==> src/rtl/spi_ctrl_pkg.sv <==
// Shared opcodes, FSM states, edge counts and transfer payload for spi_ram_ctrl.
// ST_DUMMY exists only when SPI_RAM_CTRL_QUAD_EN is defined.
package spi_ctrl_pkg;

  localparam logic [7:0] CMD_READ   = 8'h03;
  localparam logic [7:0] CMD_WRITE  = 8'h02;
  localparam logic [7:0] CMD_QREAD  = 8'h6B;
  localparam logic [7:0] CMD_QWRITE = 8'h32;

  localparam int unsigned EDGES_CMD_ADDR = 32;
  localparam int unsigned EDGES_SERIAL   = 40;
  localparam int unsigned EDGES_QWRITE   = 34;
  localparam int unsigned CNT_W          = 8;

  typedef enum logic [2:0] {
    ST_IDLE,
    ST_SHIFT,
`ifdef SPI_RAM_CTRL_QUAD_EN
    ST_DUMMY,
`endif
    ST_DATA,
    ST_DESEL
  } ctrl_state_e;

  typedef struct packed {
    logic        we;
    logic        quad;
    logic [23:0] addr;
    logic [7:0]  wdata;
  } xfer_t;

  function automatic logic [7:0] opcode(input logic we, input logic quad);
    if (quad) return we ? CMD_QWRITE : CMD_QREAD;
    return we ? CMD_WRITE : CMD_READ;
  endfunction

  // Index (0-based) of the final SCK edge of a transfer.
  function automatic logic [CNT_W-1:0] last_edge(input logic we, input logic quad,
                                                 input int unsigned quad_dummy);
    if (!quad) return CNT_W'(EDGES_SERIAL - 1);
    if (we) return CNT_W'(EDGES_QWRITE - 1);
    return CNT_W'(EDGES_QWRITE + quad_dummy - 1);
  endfunction

endpackage

==> src/rtl/spi_ram_ctrl_if.sv <==
// One requester port of spi_ram_ctrl: request handshake plus completion response.
interface spi_req_if #(
  parameter int unsigned ADDR_BITS = 24
);
  logic                 valid;
  logic                 ready;
  logic                 we;
  logic                 quad;
  logic [ADDR_BITS-1:0] addr;
  logic [7:0]           wdata;
  logic                 rsp_valid;
  logic [7:0]           rsp_rdata;

  modport master (output valid, we, quad, addr, wdata, input ready, rsp_valid, rsp_rdata);
  modport slave  (input valid, we, quad, addr, wdata, output ready, rsp_valid, rsp_rdata);
endinterface

==> src/rtl/spi_ctrl_arb.sv <==
// Two-input round-robin arbiter; on a tie the requester not granted last wins.
module spi_ctrl_arb (
  input  logic       clk,
  input  logic       rst,
  input  logic       en,
  input  logic [1:0] valid,
  output logic [1:0] grant_c
);
  logic last_grant;

  always_comb begin
    grant_c = 2'b00;
    if (en) begin
      case (valid)
        2'b01:   grant_c = 2'b01;
        2'b10:   grant_c = 2'b10;
        2'b11:   grant_c = last_grant ? 2'b01 : 2'b10;
        default: grant_c = 2'b00;
      endcase
    end
  end

  // Reset to 1 so req0 wins the first tie.
  always_ff @(posedge clk or posedge rst) begin
    if (rst) last_grant <= 1'b1;
    else if (|grant_c) last_grant <= grant_c[1];
  end
endmodule

==> src/rtl/spi_ram_ctrl.sv <==
// SPI/QSPI master sharing the spi_peri RAM between two single-byte requesters.
// Quad commands 6Bh/32h are built only with SPI_RAM_CTRL_QUAD_EN defined.
module spi_ram_ctrl
  import spi_ctrl_pkg::*;
#(
  parameter int unsigned ADDR_BITS    = 24,
  parameter int unsigned SCK_HALF     = 1,
  parameter int unsigned QUAD_DUMMY   = 2,
  parameter int unsigned DESEL_CYCLES = 2
) (
  input  logic       clk,
  input  logic       rst,
  spi_req_if.slave   req0,
  spi_req_if.slave   req1,
  output logic       spi_clk,
  output logic       spi_select,
  output logic [3:0] spi_d_out,
  output logic [3:0] spi_d_oe,
  input  logic [3:0] spi_d_in,
  output logic       busy
);
  localparam int unsigned HALF_W  = $clog2(SCK_HALF) + 1;
  localparam int unsigned DESEL_W = $clog2(DESEL_CYCLES) + 1;

  ctrl_state_e          state, st_nxt;
  logic [HALF_W-1:0]    half_cnt;
  logic                 high, start_q, half_end, sample_now;
  logic [CNT_W-1:0]     bit_cnt, bit_last, bit_nxt;
  logic [39:0]          sr, sr_nxt;
  logic                 we_q, quad_q, sel_q;
  logic [7:0]           rd_sr, rd_sampled, rd_final;
  logic [DESEL_W-1:0]   desel_cnt;
  logic [1:0]           grant_c;
  logic [ADDR_BITS-1:0] g_addr;
  xfer_t                g;
  logic [3:0]           out_nxt, oe_nxt;

  spi_ctrl_arb u_arb (
    .clk     (clk),
    .rst     (rst),
    .en      (state == ST_IDLE),
    .valid   ({req1.valid, req0.valid}),
    .grant_c (grant_c)
  );

  always_comb begin  // payload of the requester being granted
    g_addr  = grant_c[1] ? req1.addr : req0.addr;
    g.we    = grant_c[1] ? req1.we : req0.we;
`ifdef SPI_RAM_CTRL_QUAD_EN
    g.quad  = grant_c[1] ? req1.quad : req0.quad;
`else
    g.quad  = 1'b0;
`endif
    g.addr  = 24'(g_addr);
    g.wdata = g.we ? (grant_c[1] ? req1.wdata : req0.wdata) : 8'h00;
  end

  always_comb begin
    half_end   = (half_cnt == HALF_W'(SCK_HALF - 1));
    sample_now = high && (half_cnt == '0) && (state == ST_DATA) && !we_q;
    rd_sampled = quad_q ? {rd_sr[3:0], spi_d_in} : {rd_sr[6:0], spi_d_in[1]};
    rd_final   = we_q ? 8'h00 : (sample_now ? rd_sampled : rd_sr);
    bit_nxt    = bit_cnt + CNT_W'(1);
    // Quad write data leaves a nibble per edge once the address is out.
    sr_nxt     = (quad_q && bit_cnt >= CNT_W'(EDGES_CMD_ADDR)) ? {sr[35:0], 4'h0}
                                                               : {sr[38:0], 1'b0};
    out_nxt    = {3'b000, sr_nxt[39]};
    oe_nxt     = 4'b0001;
    st_nxt     = ST_SHIFT;
    if (bit_nxt >= CNT_W'(EDGES_CMD_ADDR)) begin
      st_nxt = ST_DATA;
      if (quad_q) begin
        if (we_q) begin
          out_nxt = sr_nxt[39:36];
          oe_nxt  = 4'b1111;
        end else begin
          out_nxt = 4'h0;
          oe_nxt  = 4'h0;
`ifdef SPI_RAM_CTRL_QUAD_EN
          if (bit_nxt < CNT_W'(EDGES_CMD_ADDR + QUAD_DUMMY)) st_nxt = ST_DUMMY;
`endif
        end
      end
    end
  end

  always_ff @(posedge clk or posedge rst) begin
    if (rst) begin
      state          <= ST_IDLE;
      half_cnt       <= '0;
      high           <= 1'b0;
      start_q        <= 1'b0;
      bit_cnt        <= '0;
      bit_last       <= '0;
      sr             <= '0;
      we_q           <= 1'b0;
      quad_q         <= 1'b0;
      sel_q          <= 1'b0;
      rd_sr          <= '0;
      desel_cnt      <= '0;
      spi_clk        <= 1'b0;
      spi_select     <= 1'b1;
      spi_d_out      <= '0;
      spi_d_oe       <= '0;
      busy           <= 1'b0;
      req0.ready     <= 1'b0;
      req1.ready     <= 1'b0;
      req0.rsp_valid <= 1'b0;
      req1.rsp_valid <= 1'b0;
      req0.rsp_rdata <= '0;
      req1.rsp_rdata <= '0;
    end else begin
      req0.ready     <= 1'b0;
      req1.ready     <= 1'b0;
      req0.rsp_valid <= 1'b0;
      req1.rsp_valid <= 1'b0;
      case (state)
        ST_IDLE: begin
          if (|grant_c) begin
            req0.ready <= grant_c[0];
            req1.ready <= grant_c[1];
            sel_q      <= grant_c[1];
            we_q       <= g.we;
            quad_q     <= g.quad;
            sr         <= {opcode(g.we, g.quad), g.addr, g.wdata};
            bit_last   <= last_edge(g.we, g.quad, QUAD_DUMMY);
            bit_cnt    <= '0;
            half_cnt   <= '0;
            high       <= 1'b0;
            rd_sr      <= '0;
            start_q    <= 1'b1;
            busy       <= 1'b1;
            state      <= ST_SHIFT;
          end
        end
        ST_DESEL: begin
          if (desel_cnt == '0) begin
            state <= ST_IDLE;
            busy  <= 1'b0;
          end else begin
            desel_cnt <= desel_cnt - DESEL_W'(1);
          end
        end
        default: begin
          // Grant cycle is spent setting up the first low phase.
          if (start_q) begin
            start_q    <= 1'b0;
            spi_select <= 1'b0;
            spi_d_out  <= {3'b000, sr[39]};
            spi_d_oe   <= 4'b0001;
          end else begin
            if (sample_now) rd_sr <= rd_sampled;
            half_cnt <= half_end ? '0 : half_cnt + HALF_W'(1);
            if (half_end && !high) begin
              high    <= 1'b1;
              spi_clk <= 1'b1;
            end else if (half_end && high) begin
              high    <= 1'b0;
              spi_clk <= 1'b0;
              if (bit_cnt == bit_last) begin
                spi_select <= 1'b1;
                spi_d_out  <= '0;
                spi_d_oe   <= '0;
                desel_cnt  <= DESEL_W'(DESEL_CYCLES - 1);
                state      <= ST_DESEL;
                if (sel_q) begin
                  req1.rsp_valid <= 1'b1;
                  req1.rsp_rdata <= rd_final;
                end else begin
                  req0.rsp_valid <= 1'b1;
                  req0.rsp_rdata <= rd_final;
                end
              end else begin
                bit_cnt   <= bit_nxt;
                sr        <= sr_nxt;
                spi_d_out <= out_nxt;
                spi_d_oe  <= oe_nxt;
                state     <= st_nxt;
              end
            end
          end
        end
      endcase
    end
  end
endmodule

==> src/flat_wrapper.sv <==
// flat-port wrapper written by rule: the top's interface ports become plain ports
module spi_ram_ctrl_flat import spi_ctrl_pkg::*;
#(
  parameter int unsigned ADDR_BITS    = 24,
  parameter int unsigned SCK_HALF     = 1,
  parameter int unsigned QUAD_DUMMY   = 2,
  parameter int unsigned DESEL_CYCLES = 2
)
  (clk, rst, spi_clk, spi_select, spi_d_out, spi_d_oe, spi_d_in, busy, req0_valid, req0_we, req0_quad, req0_addr, req0_wdata, req0_ready, req0_rsp_valid, req0_rsp_rdata, req1_valid, req1_we, req1_quad, req1_addr, req1_wdata, req1_ready, req1_rsp_valid, req1_rsp_rdata);
  spi_req_if #(.ADDR_BITS(ADDR_BITS)) req0_i ();
  spi_req_if #(.ADDR_BITS(ADDR_BITS)) req1_i ();
  input  logic clk;
  input  logic rst;
  output logic spi_clk;
  output logic spi_select;
  output logic [3:0] spi_d_out;
  output logic [3:0] spi_d_oe;
  input  logic [3:0] spi_d_in;
  output logic busy;
  input wire logic [$bits(req0_i.valid)-1:0] req0_valid;
  input wire logic [$bits(req0_i.we)-1:0] req0_we;
  input wire logic [$bits(req0_i.quad)-1:0] req0_quad;
  input wire logic [$bits(req0_i.addr)-1:0] req0_addr;
  input wire logic [$bits(req0_i.wdata)-1:0] req0_wdata;
  output wire logic [$bits(req0_i.ready)-1:0] req0_ready;
  output wire logic [$bits(req0_i.rsp_valid)-1:0] req0_rsp_valid;
  output wire logic [$bits(req0_i.rsp_rdata)-1:0] req0_rsp_rdata;
  input wire logic [$bits(req1_i.valid)-1:0] req1_valid;
  input wire logic [$bits(req1_i.we)-1:0] req1_we;
  input wire logic [$bits(req1_i.quad)-1:0] req1_quad;
  input wire logic [$bits(req1_i.addr)-1:0] req1_addr;
  input wire logic [$bits(req1_i.wdata)-1:0] req1_wdata;
  output wire logic [$bits(req1_i.ready)-1:0] req1_ready;
  output wire logic [$bits(req1_i.rsp_valid)-1:0] req1_rsp_valid;
  output wire logic [$bits(req1_i.rsp_rdata)-1:0] req1_rsp_rdata;
  assign req0_i.valid = req0_valid;
  assign req0_i.we = req0_we;
  assign req0_i.quad = req0_quad;
  assign req0_i.addr = req0_addr;
  assign req0_i.wdata = req0_wdata;
  assign req0_ready = req0_i.ready;
  assign req0_rsp_valid = req0_i.rsp_valid;
  assign req0_rsp_rdata = req0_i.rsp_rdata;
  assign req1_i.valid = req1_valid;
  assign req1_i.we = req1_we;
  assign req1_i.quad = req1_quad;
  assign req1_i.addr = req1_addr;
  assign req1_i.wdata = req1_wdata;
  assign req1_ready = req1_i.ready;
  assign req1_rsp_valid = req1_i.rsp_valid;
  assign req1_rsp_rdata = req1_i.rsp_rdata;
  spi_ram_ctrl #(.ADDR_BITS(ADDR_BITS), .SCK_HALF(SCK_HALF), .QUAD_DUMMY(QUAD_DUMMY), .DESEL_CYCLES(DESEL_CYCLES)) u_core (.clk(clk), .rst(rst), .req0(req0_i), .req1(req1_i), .spi_clk(spi_clk), .spi_select(spi_select), .spi_d_out(spi_d_out), .spi_d_oe(spi_d_oe), .spi_d_in(spi_d_in), .busy(busy));
endmodule
==> config.mk <==
export PLATFORM = sky130hd
export DESIGN_NAME = spi_ram_ctrl_flat
export DESIGN_NICKNAME = d
export VERILOG_FILES = /design/src/rtl/spi_ctrl_pkg.sv /design/src/rtl/spi_ram_ctrl_if.sv /design/src/rtl/spi_ctrl_arb.sv /design/src/rtl/spi_ram_ctrl.sv /design/src/flat_wrapper.sv
export SDC_FILE = /design/constraint.sdc
export NUM_CORES = 1
export LEC_CHECK = 0
export CORE_ASPECT_RATIO = 0.7
export CORE_MARGIN = 3
export CORE_UTILIZATION = 56
export CTS_CLUSTER_DIAMETER = 30
export DETAILED_ROUTE_END_ITERATION = 8
export PLACE_DENSITY = 0.87
export SETUP_SLACK_MARGIN = 0.3
export SKIP_CTS_REPAIR_TIMING = 1
export SYNTH_ARGS = -nofsm -noshare
export SYNTH_HDL_FRONTEND = slang
export SYNTH_HIERARCHICAL = 1
export SYNTH_SLANG_ARGS = --single-unit
==> constraint.sdc <==
create_clock -name clk -period 8.2 [get_ports clk]
set_clock_uncertainty 0.2 [all_clocks]
set_input_delay 1.23 -clock clk [delete_from_list [all_inputs] [get_ports clk]]
set_output_delay 1.23 -clock clk [all_outputs]
set_load 0.005 [all_outputs]
==> flow_summary.yaml <==
run_status:
  status: "finished, final reports clean"
global_route:
  grt_pass1_vias: 3767
  met2_usage_pct: 35.67
  antenna_found_initial: 0
  met1_usage_pct: 31.71
  grt_max_degree: 71
  use_met3_pct: 6.462
  top_usage_layer: "met2"
  grt.overflow.total: 0
  grt_pass1_wl_um: 18770
  grtUsageTotal_pct: 22.92
sta:
  holdWs_ns: 0.3017
  rsz0062_at_grt: "false"
  min_period_ns: 4.161
  report.final.slew_viol_count: 0
  finalSetupViolCount: 0
  max_freq_mhz: 240.3
  hold_violations: 0
  finalSetupTns_ns: 0
  min_period_over_period_pct: 50.75
  tightest_slew_ns: 0.7652
  relSlewSlack_pct: 48.89
floorplanning:
  rows: 28
  die-area_sq_um: 10190
  initial_core_util_pct: 58.69
  ios: 107
  die_h_um: 85.35
  dieWidth_um: 119.4
  coreArea_sq_um: 8583
synthesis:
  synthCells: 460
  synth-xor-area-share_pct: 0.1739
  synth-main-ff-cell: "dfrtp_1"
  ys_warn_count: 6
  ys_seq_elements: 91
  synthSimpleGateAreaFrac_pct: 11.30
  synth_edf_count: 0
  syn-mean-instance-area_sq_um: 10.95
  synth.distinct_cells: 62
  synth.mux.area_fraction_pct: 23.05
  synth_compound_area_share_pct: 13.96
  syn-cell-area_sq_um: 5037
  yosysSeqAreaShare_pct: 45.26
  synth-async-reset-ratio_pct: 100.0
  synth_adder_area_share_pct: 1.242
  synth_top_family_by_area: "multiplexers"
hold_path:
  min_path_type: "flop to flop"
  min_path_cells: 1
  hp-start: "u_core/sr[36]"
  hold-path-endpoint: "u_core/sr[36]"
routing:
  remaining_drc_errors: 0
  post_drt_wl_per_cell_um: 16.88
  drtAntennaViolNets: 0
  vias: 3825
  via_per_inst: 5.717
  firstDrtPassIters: 5
  drt-initial-drc-count: 324
  routed_wl_um: 11290
place:
  port_buffers: 95
  dpl_cell_area_sq_um: 6036
  routabilityCongestion: 0.9364
  dp.final_hpwl_um: 7989
cts:
  clkTransAtPathRegs_ns: 0.07
  clockRootBuffer: "clkbuf_16"
  cts_sinks: 91
  cts_max_path_buffers: 2
  clk_latency_ns: 0.34
  htreeDepth: 3
  cts_tree: "built"
  cts_buffers: 9
cells_and_area:
  antenna_cells: 0
  regArea_sq_um: 2280
  syn_to_final_growth_pct: 26.01
  multi_input_area_sq_um: 2541
  mostFrequentLayoutCell: "clkdlybuf4s50_1"
  nets: 625
  mostFrequentLayoutCells: "clkdlybuf4s50_1, dfrtp_1, mux2i_1, a21oi_1"
  fill_cells: 573
  drive_above_1_share_pct: 17.30
  stdcell_area_sq_um: 6347
worst_setup_path:
  worstReg2RegEnd: "u_core/rd_sr[6]"
  crit_path_end_kind: "flop"
  crit_type: "flop to flop"
  r2r-start: "u_core/state[0]"
  reg2reg_depth: 11
  start_kind: "flop"
  critPathLaunch: "u_core/state[0]"
  crit_arrival_ns: 4.23
  crit_required_ns: 8.27
  cp_max_fo: 70
  ff2ff_setup_slack_ns: 4.04
pwr:
  p_per_area_nw_per_um2: 146.4
  leakage_nw: 2.717
  irDropWorstVdd_v: 0.0001270
run:
  cap_viol_max_count: 0
[report_power, final]
group / internal, mW / leakage (nW) / total, mW / switching, mW
Sequential: 0.451 / 1.18 / 0.453 / 0.00194
Combinational: 0.0350 / 1.38 / 0.0556 / 0.0206
Clock: 0.241 / 0.153 / 0.421 / 0.179
[critical path, cell delays in order (launching register included)]
cell and delay [ns]:
dfrtp_1 0.39, inv_1 0.12, ha_2 0.47, buf_4 0.60, nand2_1 0.24, a21oi_4 0.16
buf_4 0.49, nor3b_1 0.11, buf_4 0.19, a2111oi_2 0.67, a21boi_0 0.24, o2bb2ai_1 0.19
[cell families (layout without fill, tap and decap cells)]
family                   after synthesis  in the layout
AND/OR/NAND/NOR                      114            114
multiplexers                          95             95
XOR/XNOR                               1              1
other                                  1              6
buffers and inverters                 52            136
AO/OA/AOI/OAI                        101            101
flip-flops                            91             91
adder cells (fa/ha/maj)                5              5
[metal layers]
layer  vias to the layer above  routed length [um]
met5                         -                   0
met2                       127                5334
met4                         0                 165
met1                      1865                4986
met3                        20                 804
li1                       1813                   -
[final cells by class]
type,instances,share of cell area (%)
inverter,20,1.202
multi-input combinational,322,40.04
clock buffer,9,3.548
sequential,91,35.92
clock inverter,7,1.360
tap,120,2.365
timing repair buffer,100,15.57
[worst max path at each step]
| stage | endpoint | slack, ns | cells past startpoint |
|---|---|---|---|
| global placement | u_core/rd_sr[1] | 4.20 | 9 |
| floorplan | u_core/bit_cnt[0] | 4.44 | 1 |
| CTS | u_core/rd_sr[6] | 4.07 | 11 |
| finish | u_core/rd_sr[6] | 4.04 | 11 |
| global route | u_core/rd_sr[1] | 3.69 | 11 |
| detailed placement | u_core/rd_sr[6] | 4.06 | 9 |
[synthesized netlist by cell type (all sizes together) (2+ instances only)]
| cell | n | area [sq um] |
|---|---|---|
| o22ai | 3 | 32.53 |
| nor2 | 37 | 138.9 |
| nand3b | 2 | 15.01 |
| nand3 | 6 | 35.03 |
| nand4 | 3 | 25.02 |
| dfstp | 2 | 52.55 |
| a21oi | 40 | 204.0 |
| buf | 16 | 113.9 |
| a31oi | 3 | 33.78 |
| and4 | 2 | 17.52 |
| o2bb2ai | 17 | 148.9 |
| clkbuf | 16 | 60.06 |
| mux2 | 57 | 780.8 |
| nor4 | 3 | 33.78 |
| o31ai | 3 | 22.52 |
| a211o | 2 | 17.52 |
| o211ai | 2 | 15.01 |
| nand2 | 34 | 127.6 |
| a21boi | 8 | 60.06 |
| or4 | 3 | 26.27 |
| o21ai | 10 | 50.04 |
| dfrtp | 89 | 2227 |
| nand2b | 2 | 12.51 |
| mux2i | 38 | 380.4 |
| nor2b | 7 | 43.79 |
| a41oi | 2 | 17.52 |
| and3 | 4 | 25.02 |
| ha | 5 | 62.56 |
| nor3 | 5 | 25.02 |
| inv | 19 | 71.32 |
[sequential cells by signal (all words and copies together) (netlist names), 2 cells and up]
| register | flops |
|---|---|
| u_core/desel_cnt | 2 |
| u_core/state | 2 |
| u_core/req0.rsp_rdata | 8 |
| u_core/sr | 40 |
| u_core/bit_cnt | 8 |
| u_core/rd_sr | 8 |
| u_core/req1.rsp_rdata | 8 |
[metrics by stage]
stage / power, mW / setup WS (ns) / utilization, % / instances
final: 0.9291 / 4.039 / 73.95 / 669
after global routing: 0.9664 / 3.687 / 73.95 / 669
after CTS: 0.9406 / 4.072 / 73.95 / 669
after detailed placement: 0.5176 / 4.064 / 70.32 / 653
after global placement: 0.5152 / 4.198 / 70.32 / 653
after floorplan: 0.4795 / 4.436 / - / 465
Note: power is estimated with default switching activity, not from simulation.
